<file path="config.mk">
export PLATFORM = sky130hd
export DESIGN_NAME = letreiro_sequenciador
export DESIGN_NICKNAME = d
export VERILOG_FILES = /design/src/rtl/letreiro_pkg.sv /design/src/rtl/letreiro_prescaler.sv /design/src/rtl/letreiro_sequenciador.sv
export SDC_FILE = /design/constraint.sdc
export NUM_CORES = 1
export LEC_CHECK = 0
export BUFFER_PORTS_ARGS = -buffer_cell sky130_fd_sc_hd__buf_2
export CAP_MARGIN = 20
export CORE_ASPECT_RATIO = 1.5
export CORE_MARGIN = 2
export CORE_UTILIZATION = 50
export DETAILED_ROUTE_END_ITERATION = 10
export PLACE_DENSITY = 0.79
export SETUP_SLACK_MARGIN = 0.15
export SLEW_MARGIN = 15
export SYNTH_ARGS = -nofsm -noshare
export SYNTH_HDL_FRONTEND = slang
export SYNTH_HIERARCHICAL = 1
export SYNTH_SLANG_ARGS = --single-unit
</file>
<file path="constraint.sdc">
create_clock -name clk -period 4.61 [get_ports clk]
set_input_delay 1.1525 -clock clk [delete_from_list [all_inputs] [get_ports clk]]
set_output_delay 1.1525 -clock clk [all_outputs]
set_load 0.05 [all_outputs]
</file>
<file path="src/rtl/letreiro_pkg.sv">
// Shared definitions for the scrolling sign: character codes, the fixed
// message table and the sequencer state encoding.
package letreiro_pkg;

   localparam logic [2:0] C_G      = 3'b100;
   localparam logic [2:0] C_A      = 3'b101;
   localparam logic [2:0] C_B      = 3'b110;
   localparam logic [2:0] C_R      = 3'b111;
   localparam logic [2:0] C_I      = 3'b000;
   localparam logic [2:0] C_E      = 3'b001;
   localparam logic [2:0] C_L      = 3'b010;
   localparam logic [2:0] C_ESPACO = 3'b011;

   localparam int MSG_LEN = 8;

   // "gabriel " with index 0 in the least significant slot.
   localparam logic [7:0][2:0] MSG = {C_ESPACO, C_L, C_E, C_I, C_R, C_B, C_A, C_G};

   typedef enum logic {
      PARADO,
      ROLANDO
   } estado_t;

   function automatic logic [2:0] msg_char(input logic [2:0] idx);
      return MSG[idx];
   endfunction

endpackage

</file>
<file path="src/rtl/letreiro_prescaler.sv">
// Scroll-rate prescaler: counts 0..DIV-1 and flags the terminal count.
// A synchronous clear holds it at zero.
module letreiro_prescaler #(
   parameter int DIV = 25_000_000
) (
   input  logic clk,
   input  logic reset,
   input  logic clear,
   output logic fim
);

   localparam int W = (DIV > 1) ? $clog2(DIV) : 1;

   logic [W-1:0] contagem;

   assign fim = (contagem == W'(DIV - 1));

   always_ff @(posedge clk) begin
      if (reset || clear) begin
         contagem <= '0;
      end else if (fim) begin
         contagem <= '0;
      end else begin
         contagem <= contagem + 1'b1;
      end
   end

endmodule

</file>
<file path="src/rtl/letreiro_sequenciador.sv">
// Scrolling-message sequencer: run/stop FSM, position register, step edge
// detector and the per-display character codes.
module letreiro_sequenciador
   import letreiro_pkg::*;
#(
   parameter int N_DISP = 4,
   parameter int DIV    = 25_000_000
) (
   input  logic                  clk,
   input  logic                  reset,
   input  logic                  habilita,
   input  logic                  direcao,
   input  logic                  passo,
   output logic [3*N_DISP-1:0]   codigos,
   output logic [2:0]            posicao,
   output logic                  tick
);

   estado_t               estado;
   estado_t               estado_prox;
   logic                  passo_prev;
   logic                  avanca;
   logic                  fim;
   logic                  limpa;
   logic [2:0]            posicao_prox;
   logic [3*N_DISP-1:0]   codigos_prox;
   logic [3*N_DISP-1:0]   codigos_rst;

   // Prescaler only runs while scrolling with habilita still high.
   assign limpa = (estado != ROLANDO) || !habilita;

   letreiro_prescaler #(
      .DIV (DIV)
   ) u_prescaler (
      .clk   (clk),
      .reset (reset),
      .clear (limpa),
      .fim   (fim)
   );

   // habilita takes priority over a simultaneous step request.
   always_comb begin
      estado_prox = estado;
      avanca      = 1'b0;
      case (estado)
         PARADO: begin
            if (habilita) begin
               estado_prox = ROLANDO;
            end else if (passo && !passo_prev) begin
               avanca = 1'b1;
            end
         end
         ROLANDO: begin
            if (!habilita) begin
               estado_prox = PARADO;
            end else if (fim) begin
               avanca = 1'b1;
            end
         end
         default: estado_prox = PARADO;
      endcase
   end

   always_comb begin
      posicao_prox = posicao;
      if (avanca) begin
         posicao_prox = direcao ? (posicao - 3'd1) : (posicao + 3'd1);
      end
   end

   // Codes are derived from the next position so both register together.
   always_comb begin
      codigos_prox = '0;
      codigos_rst  = '0;
      for (int k = 0; k < N_DISP; k++) begin
         codigos_prox[3*k +: 3] = msg_char(posicao_prox + 3'(k));
         codigos_rst[3*k +: 3]  = msg_char(3'(k));
      end
   end

   always_ff @(posedge clk) begin
      if (reset) begin
         estado     <= PARADO;
         posicao    <= 3'd0;
         passo_prev <= 1'b0;
         tick       <= 1'b0;
         codigos    <= codigos_rst;
      end else begin
         estado     <= estado_prox;
         posicao    <= posicao_prox;
         passo_prev <= passo;
         tick       <= avanca;
         codigos    <= codigos_prox;
      end
   end

endmodule

</file>
==> impl_metrics.env, run 1 <==
export IMPL_rsz0062_at_grt="false"
export IMPL_ir_drop_uv=264
export IMPL_vias=1498
export IMPL_initial_core_util_pct=51.5
export IMPL_clockRootBuffer="clkbuf_8"
export IMPL_wl_um=3460
export IMPL_r2r_end="codigos[5]"
export IMPL_r2r_slack_ps=1780
export IMPL_clkTransAtPathRegs_ps=70
export IMPL_post_cts_buffers=0
export IMPL_drv_slew=0
export IMPL_die_w_um=53.8
export IMPL_grt_max_degree=26
export IMPL_synth_compound_area_share_pct=9.95
export IMPL_clock_latency_ps=280
export IMPL_holdCritPathClass="reg2reg"
export IMPL_mostFrequentLayoutCells="dfxtp_1, nor2_1, buf_2, nand3_1, a21oi_1"
export IMPL_cts_resized=0
export IMPL_crit_type="in2reg"
export IMPL_netlist_instances=207
export IMPL_cts_tree="yes"
export IMPL_fmax_mhz=346
export IMPL_place_gp_congestion=0.756
export IMPL_grt_pass1_wl_um=5790
export IMPL_nets=230
export IMPL_die_h_um=78.7
export IMPL_grt_overflow=0
export IMPL_instances_no_fill=266
export IMPL_setup_violations=0
export IMPL_reg2reg_depth=9
export IMPL_numPortBuffers=20
export IMPL_path_cells="buf_2 -> or4b_4 -> and2_4 -> o21ai_0 -> ha_1 -> xnor3_1 -> or2_2"
export IMPL_crit_slowest_cell="or4b_4"
export IMPL_crit_fanout=9
export IMPL_status="completed"
export IMPL_synth_warnings=6
export IMPL_finalCritPeriodShare_pct=62.7
export IMPL_worstPathRequired_ps=4780
export IMPL_arrival_ps=3060
export IMPL_dr_pass1_iters=4
export IMPL_syn_area_per_cell_sq_um=8.99
export IMPL_final_cell_area_sq_um=2050
export IMPL_timing_rr_start="u_prescaler/contagem[16]"
export IMPL_synth_cell_types=43
export IMPL_worstMarginPinSlew_ps=354
export IMPL_cts_max_level=2
export IMPL_core_sq_um=3610
export IMPL_cp_start_kind="input port"
export IMPL_drtIter0Drc=39
export IMPL_muxShareOfSynthArea_pct=1.14
export IMPL_cp_depth=7
export IMPL_antenna_found_initial=0
export IMPL_synth_seq_cells=39
export IMPL_area_growth_pct=10.1
export IMPL_synth_xor_area_share_pct=8.74
export IMPL_die_area_sq_um=4240
export IMPL_whs_ps=479
export IMPL_viasPerCell=5.63
export IMPL_critPathLaunch="habilita"
export IMPL_cts_buffer_depth=2
export IMPL_cts_buffers=5
export IMPL_fillers=338
export IMPL_slew_headroom_pct=76.2
export IMPL_layout_commonest_cell="dfxtp_1"
export IMPL_synth_simple_gate_area_share_pct=29.8
export IMPL_cp_endpoint="codigos[5]"
export IMPL_finalSetupTns_ps=0
export IMPL_critPathBufInv=1
export IMPL_drc=0
export IMPL_ant_nets=0
export IMPL_antenna_cells=0
export IMPL_rows=27
export IMPL_p_leak_nw=0.669
export IMPL_synth_fp_nets=215
export IMPL_synth_seq_area_share_pct=41.9
export IMPL_hold_viol=0
export IMPL_maxCapViolCount=0
export IMPL_final_layout_size_suffix_gt1_share_pct=18.8
export IMPL_wl_per_cell_um=13.0
export IMPL_synth_top_family_by_area="simple AND/OR/NAND/NOR gates"
export IMPL_io_pins=21
export IMPL_dp_cells=258
export IMPL_crit_family="simple AND/OR/NAND/NOR gates"
export IMPL_dp_hpwl_um=2430
export IMPL_yosys_area_share_adder_pct=2.42
export IMPL_place_area_sq_um=1930
export IMPL_p_per_area_nw_per_um2=353
export IMPL_min_period_ps=2890
export IMPL_synth_area_sq_um=1860
export IMPL_clock_sinks=39
export IMPL_grt_usage_pct=18.1
export IMPL_critPathCaptureType="flop"
export IMPL_skew_ps=2.23
export IMPL_cpPeakStageDelay_ps=520
export IMPL_grt_pass1_vias=1405
export IMPL_cts_hold_buf=0
[per-layer routing]
metal  wire length, um  up-vias  GRT usage, %
li1                  -      754             -
met1              1440      700          19.4
met2              1810       34          32.0
met3               142       10          5.08
met4                72        0          7.18
met5                 0        -             0
[worst min-delay path by stage]
stage	startpoint	endpoint	slack, ps	depth (start not counted)
after floorplan	u_prescaler/contagem[0]	u_prescaler/contagem[0]	440	1
after global placement	u_prescaler/contagem[0]	u_prescaler/contagem[0]	450	1
after detailed placement	u_prescaler/contagem[24]	u_prescaler/contagem[24]	470	2
after CTS	u_prescaler/contagem[24]	u_prescaler/contagem[24]	480	2
after global routing	u_prescaler/contagem[0]	u_prescaler/contagem[0]	510	1
final	u_prescaler/contagem[24]	u_prescaler/contagem[24]	480	2
[power breakdown]
| group | internal [W] | leakage (nW) | switching (W) |
|---|---|---|---|
| logic | 0.0000245 | 0.292 | 0.0000579 |
| registers | 0.000345 | 0.316 | 0.00000560 |
| clock network | 0.000175 | 0.0612 | 0.000116 |
| total | 0.000545 | 0.669 | 0.000179 |
[kinds of logic (layout without fill, tap and decap cells)]
| group | count (synthesis) | count (layout) |
|---|---|---|
| compound gates | 30 | 30 |
| simple gates | 97 | 97 |
| flops | 39 | 39 |
| xor+xnor | 17 | 17 |
| buf+inv | 19 | 35 |
| mux | 2 | 2 |
| fa+ha+maj | 3 | 3 |
[worst min-delay path: stages (launching register included)]
cell and delay [ps]:
dfxtp_1 320, o31ai_1 60, a21oi_1 50
[registers in the layout (all words and copies together), names as in the netlist]
register,flops
posicao,1
passo_prev,1
estado,1
codigos,10
tick,1
u_prescaler/contagem,25
[final cells by class]
cell class	instances	area, sq um	share of cell area (%)
repair buffers	21	108	5.25
clock inverters	2	35.0	1.71
well taps	43	53.8	2.62
flip-flops and latches	39	781	38.1
inverters	6	22.5	1.10
multi-input cells	149	968	47.2
clock buffers	6	82.6	4.03
[Yosys cell counts]
library cell   n  area, sq um
clkbuf_2       1         5.00
nand2_1       12         45.0
a221o_2        1         11.3
nand3_2        1         10.0
nor2_1        22         82.6
or2_2          2         12.5
or3_1          7         43.8
and2_4         1         8.76
ha_1           2         25.0
mux2_2         1         11.3
nor4b_1        1         8.76
and4_1         3         26.3
fa_1           1         20.0
o311a_1        1         10.0
xnor3_1        1         22.5
and4b_2        1         11.3
xor2_1         9         78.8
inv_1          6         22.5
and2_1         1         6.26
o31ai_1        5         37.5
nor3_1         6         30.0
nand2b_1       4         25.0
clkbuf_1       3         11.3
a21oi_2        1         8.76
buf_6          3         33.8
nor3b_1        1         7.51
buf_4          4         30.0
or4_4          3         33.8
nor4_1         2         12.5
o21ai_0        8         40.0
nand4_1        5         31.3
mux2i_1        1         10.0
nand3_1       13         65.1
or4b_1         1         10.0
o31ai_2        1         12.5
or2b_1         1         7.51
or4b_4         1         13.8
xnor2_1        7         61.3
dfxtp_1       39          781
or4_1          5         37.5
buf_2          2         10.0
a21oi_1       13         65.1
nor2b_1        4         25.0
[through the flow]
stage | total power (W) | worst slack, ps | utilization (%)
after CTS | 0.000734 | 1750 | 56.7
after global placement | 0.000441 | 1470 | 53.5
final | 0.000724 | 1720 | 56.7
after global routing | 0.000757 | 1480 | 56.7
after detailed placement | 0.000442 | 1450 | 53.5
after floorplan | 0.000429 | 1570 | -
Power figures use the tool's default switching activity.
==> run 2, diff against run 1 <==
--- a/config.mk
+++ b/config.mk
@@ -11,7 +11,7 @@
 export CORE_MARGIN = 2
 export CORE_UTILIZATION = 50
 export DETAILED_ROUTE_END_ITERATION = 10
-export PLACE_DENSITY = 0.79
+export PLACE_DENSITY = 0.82
 export SETUP_SLACK_MARGIN = 0.15
 export SLEW_MARGIN = 15
 export SYNTH_ARGS = -nofsm -noshare
==> constraint.sdc (replaced) <==
create_clock -name clk -period 2.46 [get_ports clk]
set_input_delay 0.615 -clock clk [delete_from_list [all_inputs] [get_ports clk]]
set_output_delay 0.615 -clock clk [all_outputs]
set_load 0.05 [all_outputs]
==> run 2 against run 1 <==
Compared with the run above:
- sequential power grew 87%
- clock skew up 6.6 ps
- critical path depth increased by 2
- power increased by 72%
- via count increased by 2.2%
- largest cell class unchanged
==> impl_metrics.env, run 2 (synthesis results as in run 1) <==
export IMPL_status="completed"
export IMPL_layout_commonest_cell="dfxtp_1"
export IMPL_fillers=337
export IMPL_arrival_ps=2420
export IMPL_grt_pass1_wl_um=6150
export IMPL_cts_max_level=2
export IMPL_largest_register="u_prescaler/contagem"
export IMPL_io_pins=21
export IMPL_cts_buffer_depth=2
export IMPL_worstMarginPinSlew_ps=422
export IMPL_die_h_um=78.7
export IMPL_clock_latency_ps=290
export IMPL_p_leak_nw=0.750
export IMPL_cts_hold_buf=0
export IMPL_whs_ps=471
export IMPL_mostFrequentLayoutCells="dfxtp_1, nor2_1, buf_2, a21oi_1"
export IMPL_final_layout_size_suffix_gt1_share_pct=30.2
export IMPL_viasPerCell=5.57
export IMPL_worstPathRequired_ps=2640
export IMPL_cts_buffers=5
export IMPL_cts_tree="yes"
export IMPL_hold_viol=0
export IMPL_drtIter0Drc=52
export IMPL_core_sq_um=3610
export IMPL_dr_pass1_iters=5
export IMPL_grt_overflow=0
export IMPL_finalCritPeriodShare_pct=91.0
export IMPL_vias=1531
export IMPL_grt_max_degree=26
export IMPL_hp_start="u_prescaler/contagem[0]"
export IMPL_crit_type="reg2reg"
export IMPL_skew_ps=8.83
export IMPL_rows=27
export IMPL_maxCapViolCount=0
export IMPL_slew_headroom_pct=71.8
export IMPL_clock_sinks=39
export IMPL_wl_per_cell_um=13.9
export IMPL_ir_drop_uv=470
export IMPL_largest_reg_flops=25
export IMPL_clkTransAtPathRegs_ps=70
export IMPL_nets=239
export IMPL_die_w_um=53.8
export IMPL_dp_hpwl_um=2640
export IMPL_critPathLaunch="u_prescaler/contagem[9]"
export IMPL_setup_violations=0
export IMPL_multi_input_comb_area_sq_um=1040
export IMPL_fmax_mhz=447
export IMPL_antenna_found_initial=0
export IMPL_p_total_w=0.00125
export IMPL_cp_start_kind="flop"
export IMPL_die_area_sq_um=4240
export IMPL_ff_latch_area_sq_um=791
export IMPL_ant_nets=0
export IMPL_grt_usage_pct=19.6
export IMPL_rsz0062_at_grt="false"
export IMPL_critPathCaptureType="flop"
export IMPL_numPortBuffers=20
export IMPL_place_gp_congestion=0.746
export IMPL_antenna_cells=0
export IMPL_p_per_area_nw_per_um2=574
export IMPL_layout_setup_ws_ps=221
export IMPL_wl_um=3820
export IMPL_reg_top3="u_prescaler/contagem: 25 flops, codigos: 10 flops"
export IMPL_area_growth_pct=16.6
export IMPL_clockRootBuffer="clkbuf_8"
export IMPL_initial_core_util_pct=51.5
export IMPL_min_period_ps=2240
export IMPL_dp_cells=265
export IMPL_drv_slew=0
export IMPL_grt_pass1_vias=1447
export IMPL_finalSetupTns_ps=0
export IMPL_crit_fanout=5
export IMPL_timing_rr_start="u_prescaler/contagem[9]"
export IMPL_dpl_worst_slack_ps=13.2
export IMPL_holdCritPathClass="reg2reg"
export IMPL_instances_no_fill=275
export IMPL_drc=0
==> run 2: power by group <==
part | leakage [nW] | switching [W] | internal, W
combinational | 0.382 | 0.000119 | 0.0000548
clock | 0.0477 | 0.000222 | 0.000194
sequential | 0.320 | 0.00000868 | 0.000648
total | 0.750 | 0.000349 | 0.000896
==> run 2: cell type report <==
type | instances | area share, %
Multi-Input combinational cell | 149 | 48.1
Sequential cell | 39 | 36.4
Timing Repair Buffer | 30 | 8.07
Clock buffer | 5 | 3.17
Tap cell | 43 | 2.48
Inverter | 6 | 1.04
Clock inverter | 3 | 0.692
==> run 2: metal layers <==
| layer | vias up | track usage [%] | wire, um |
|---|---|---|---|
| li1 | 779 | - | - |
| met1 | 719 | 19.6 | 1510 |
| met2 | 31 | 36.6 | 2170 |
| met3 | 2 | 5.08 | 126 |
| met4 | 0 | 6.92 | 17 |
| met5 | - | 0 | 0 |
==> run 2: what timing repair did <==
item	4_1_cts	5_1_grt
resized for setup	0	10
buffers inserted	0	2
endpoints found under the setup margin	0	1
==> run 2: stage by stage <==
step                util, %  cell area, sq um
floorplan                 -              1930
global placement       56.5              2040
global route           60.1              2170
detailed placement     56.5              2040
CTS                    58.8              2130
finish                 60.1              2170
==> run 2: path summary, 6_finish.rpt <==
check	to	slack [ps]	depth (start not counted)
worst min register to register	u_prescaler/contagem[0]	470	1
worst min-delay path	u_prescaler/contagem[0]	470	1
worst max register to register	codigos[5]	220	9
worst max-delay path	codigos[5]	220	9
==> run 2: critical path: stages, from the launching register on <==
cell and delay [ps]:
dfxtp_2 350, nor4b_2 260, nand4_1 210, nor3_4 260
nand3_2 110, and2_4 180, xnor2_4 160, ha_2 190
xnor3_1 200, or2_4 220
==> run 3, diff against run 2 <==
--- a/config.mk
+++ b/config.mk
@@ -13,8 +13,7 @@
 export DETAILED_ROUTE_END_ITERATION = 10
 export PLACE_DENSITY = 0.82
 export SETUP_SLACK_MARGIN = 0.15
-export SLEW_MARGIN = 15
+export SLEW_MARGIN = 10
 export SYNTH_ARGS = -nofsm -noshare
 export SYNTH_HDL_FRONTEND = slang
-export SYNTH_HIERARCHICAL = 1
 export SYNTH_SLANG_ARGS = --single-unit
==> run 3 against run 2 <==
Compared with the run above:
- non-clock buffer count grew 27
- maximum frequency shrank 14%
- combinational power grew 45%
- via count grew 8.2%
- sequential power grew 0.8%
- the run now ends with negative setup slack left
- critical path type unchanged
- cell area grew 16%
==> impl_metrics.env, run 3 <==
export IMPL_finalSetupTns_ps=-257
export IMPL_netlist_instances=206
export IMPL_final_cell_area_sq_um=2510
export IMPL_synth_warnings=0
export IMPL_place_gp_congestion=0.763
export IMPL_ys_flop_type="dfxtp_1"
export IMPL_skew_ps=8.57
export IMPL_critPathLaunch="u_prescaler.contagem[10]"
export IMPL_die_area_sq_um=4240
export IMPL_reg_top3="u_prescaler.contagem: 25 flops, codigos: 10 flops"
export IMPL_p_per_area_nw_per_um2=582
export IMPL_grt_pass1_wl_um=6620
export IMPL_cpPeakStageDelay_ps=560
export IMPL_area_growth_pct=34.8
export IMPL_numPortBuffers=20
export IMPL_io_pins=21
export IMPL_p_leak_nw=0.971
export IMPL_layout_setup_ws_ps=-140
export IMPL_finalCritPeriodShare_pct=106
export IMPL_viasPerCell=5.47
export IMPL_fmax_mhz=385
export IMPL_critPathBufInv=1
export IMPL_slew_headroom_pct=65.5
export IMPL_cts_buffers=5
export IMPL_dp_hpwl_um=2870
export IMPL_final_layout_size_suffix_gt1_share_pct=36.2
export IMPL_clkTransAtPathRegs_ps=80
export IMPL_antenna_cells=0
export IMPL_r2r_slack_ps=-140
export IMPL_largest_register="u_prescaler.contagem"
export IMPL_min_period_ps=2600
export IMPL_final_core_util_pct=69.5
export IMPL_maxCapViolCount=0
export IMPL_grt_overflow=0
export IMPL_ant_nets=0
export IMPL_syn_area_per_cell_sq_um=9.05
export IMPL_largest_reg_flops=25
export IMPL_synth_fp_nets=215
export IMPL_arrival_ps=2780
export IMPL_whs_ps=535
export IMPL_vias=1656
export IMPL_cp_start_kind="flop"
export IMPL_antenna_found_initial=0
export IMPL_setup_violations=2
export IMPL_p_total_w=0.00146
export IMPL_synth_edf_count=0
export IMPL_clock_sinks=39
export IMPL_drtIter0Drc=31
export IMPL_grt_usage_pct=21.0
export IMPL_synth_seq_cells=39
export IMPL_grt_pass1_vias=1620
export IMPL_ir_drop_uv=607
export IMPL_initial_core_util_pct=51.6
export IMPL_dr_pass1_iters=4
export IMPL_timing_rr_start="u_prescaler.contagem[10]"
export IMPL_clockRootBuffer="clkbuf_8"
export IMPL_hp_start="u_prescaler.contagem[0]"
export IMPL_critPathCaptureType="flop"
export IMPL_yosysMostFrequentCell="dfxtp_1"
export IMPL_synth_top_area_cell="dfxtp_1"
export IMPL_worstMarginPinSlew_ps=516
export IMPL_top_usage_layer="met2"
export IMPL_crit_slowest_cell="or4_4"
export IMPL_drv_slew=0
export IMPL_layout_commonest_cell="dfxtp_1"
export IMPL_die_h_um=78.8
export IMPL_met1_usage_pct=21.3
export IMPL_synthArstFlopShare_pct=0
export IMPL_die_w_um=53.9
export IMPL_core_sq_um=3610
export IMPL_synth_top_area_share_pct=41.9
export IMPL_nets=268
export IMPL_mostFrequentLayoutCells="dfxtp_1, buf_4, nor2_1, buf_2, xor2_1"
export IMPL_place_area_sq_um=2260
export IMPL_grtUsageMet2_pct=37.3
export IMPL_clock_latency_ps=290
export IMPL_violations="negative setup slack"
export IMPL_crit_type="reg2reg"
export IMPL_crit_family="simple AND/OR/NAND/NOR gates"
export IMPL_hold_viol=0
export IMPL_wl_um=4350
export IMPL_drc=0
export IMPL_cts_tree="yes"
export IMPL_worstPathRequired_ps=2640
export IMPL_holdCritPathClass="reg2reg"
export IMPL_fillers=260
export IMPL_grt_util_met3_pct=4.51
export IMPL_synth_seq_area_share_pct=41.9
export IMPL_rows=27
export IMPL_synth_cell_types=40
export IMPL_rsz0062_at_grt="true"
export IMPL_grt_max_degree=26
export IMPL_cts_buffer_depth=2
export IMPL_yosys_top_cells_area="dfxtp_1, xor2_1, nor2_1"
export IMPL_crit_fanout=3
export IMPL_status="finished, violations left"
export IMPL_synth_area_sq_um=1860
export IMPL_cts_max_level=2
export IMPL_wl_per_cell_um=14.3
export IMPL_path_cells="or4_4 -> nor4_4 -> a21oi_4 -> mux2i_4 -> inv_1 -> ha_2 -> or2_4 -> a2111oi_4 -> nor3_2"
export IMPL_synth_top_cells_by_count="dfxtp_1, nor2_1, xor2_1"
## run 3: cell types whose count changed after synthesis, moves of 4 or more
| cell | previous run | this run |
|---|---|---|
| a21oi_1 | 13 | 0 |
| o31ai_1 | 5 | 0 |
| o21ai_0 | 8 | 1 |
| or3_1 | 7 | 1 |
| nor2_1 | 22 | 33 |
| nand2_1 | 12 | 16 |
| a2111oi_0 | 0 | 4 |
| xor2_1 | 9 | 18 |
| and3_1 | 0 | 4 |
| nand3_1 | 13 | 6 |
| or4_1 | 5 | 1 |
| nand4_1 | 5 | 11 |
## run 3: stage by stage
step | worst slack (ps) | cells
floorplan | -220 | 206
global placement | -330 | 291
detailed placement | -474 | 291
CTS | -101 | 301
global route | -206 | 303
finish | -140 | 303
## run 3: timing repair
action	in CTS	in global routing
hold buffers	0	0
resized for setup	6	17
endpoints found under the setup margin	2	3
pin swaps	4	11
hold endpoints to repair	0	0
buffers inserted	2	2
## run 3: final timing paths
path              cells after the start                       to
setup / recovery                      9               codigos[5]
hold reg to reg                       2  u_prescaler.contagem[0]
hold / removal                        2  u_prescaler.contagem[0]
setup reg to reg                      9               codigos[5]
## run 3: cell type report
type | count | area (sq um) | area share [%]
Inverter | 4 | 15.0 | 0.597
Multi-Input combinational cell | 152 | 1160 | 46.0
Timing Repair Buffer | 57 | 388 | 15.4
Tap cell | 43 | 53.8 | 2.14
Sequential cell | 39 | 783 | 31.2
Clock buffer | 6 | 82.6 | 3.29
Clock inverter | 2 | 35.0 | 1.39
## run 3: per-layer routing
metal,wire length [um],share of wire [%]
met5,0,0
met1,1690,39
met4,97,2.2
met3,109,2.5
met2,2460,56
## run 3: tightest hold or removal path, stage by stage (launching register included)
cell	delay [ps]
dfxtp_1	340
buf_4	120
nor2_1	40
## run 3: power breakdown
group          total, W  internal, W  switching, W  leakage, nW
Clock          0.000550     0.000328      0.000222       0.0612
Combinational  0.000253    0.0000956      0.000158        0.592
Sequential     0.000661     0.000650     0.0000108        0.317
Total           0.00146      0.00107      0.000391        0.971
## run 3: cell families after synthesis
logic type | Yosys count | share of synthesized area (%)
multiplexers | 3 | 1.68
adder cells (fa/ha/maj) | 4 | 3.09
AO/OA/AOI/OAI | 12 | 5.57
AND/OR/NAND/NOR | 106 | 30.9
flip-flops | 39 | 41.9
XOR/XNOR | 27 | 12.7
buffers and inverters | 15 | 4.23
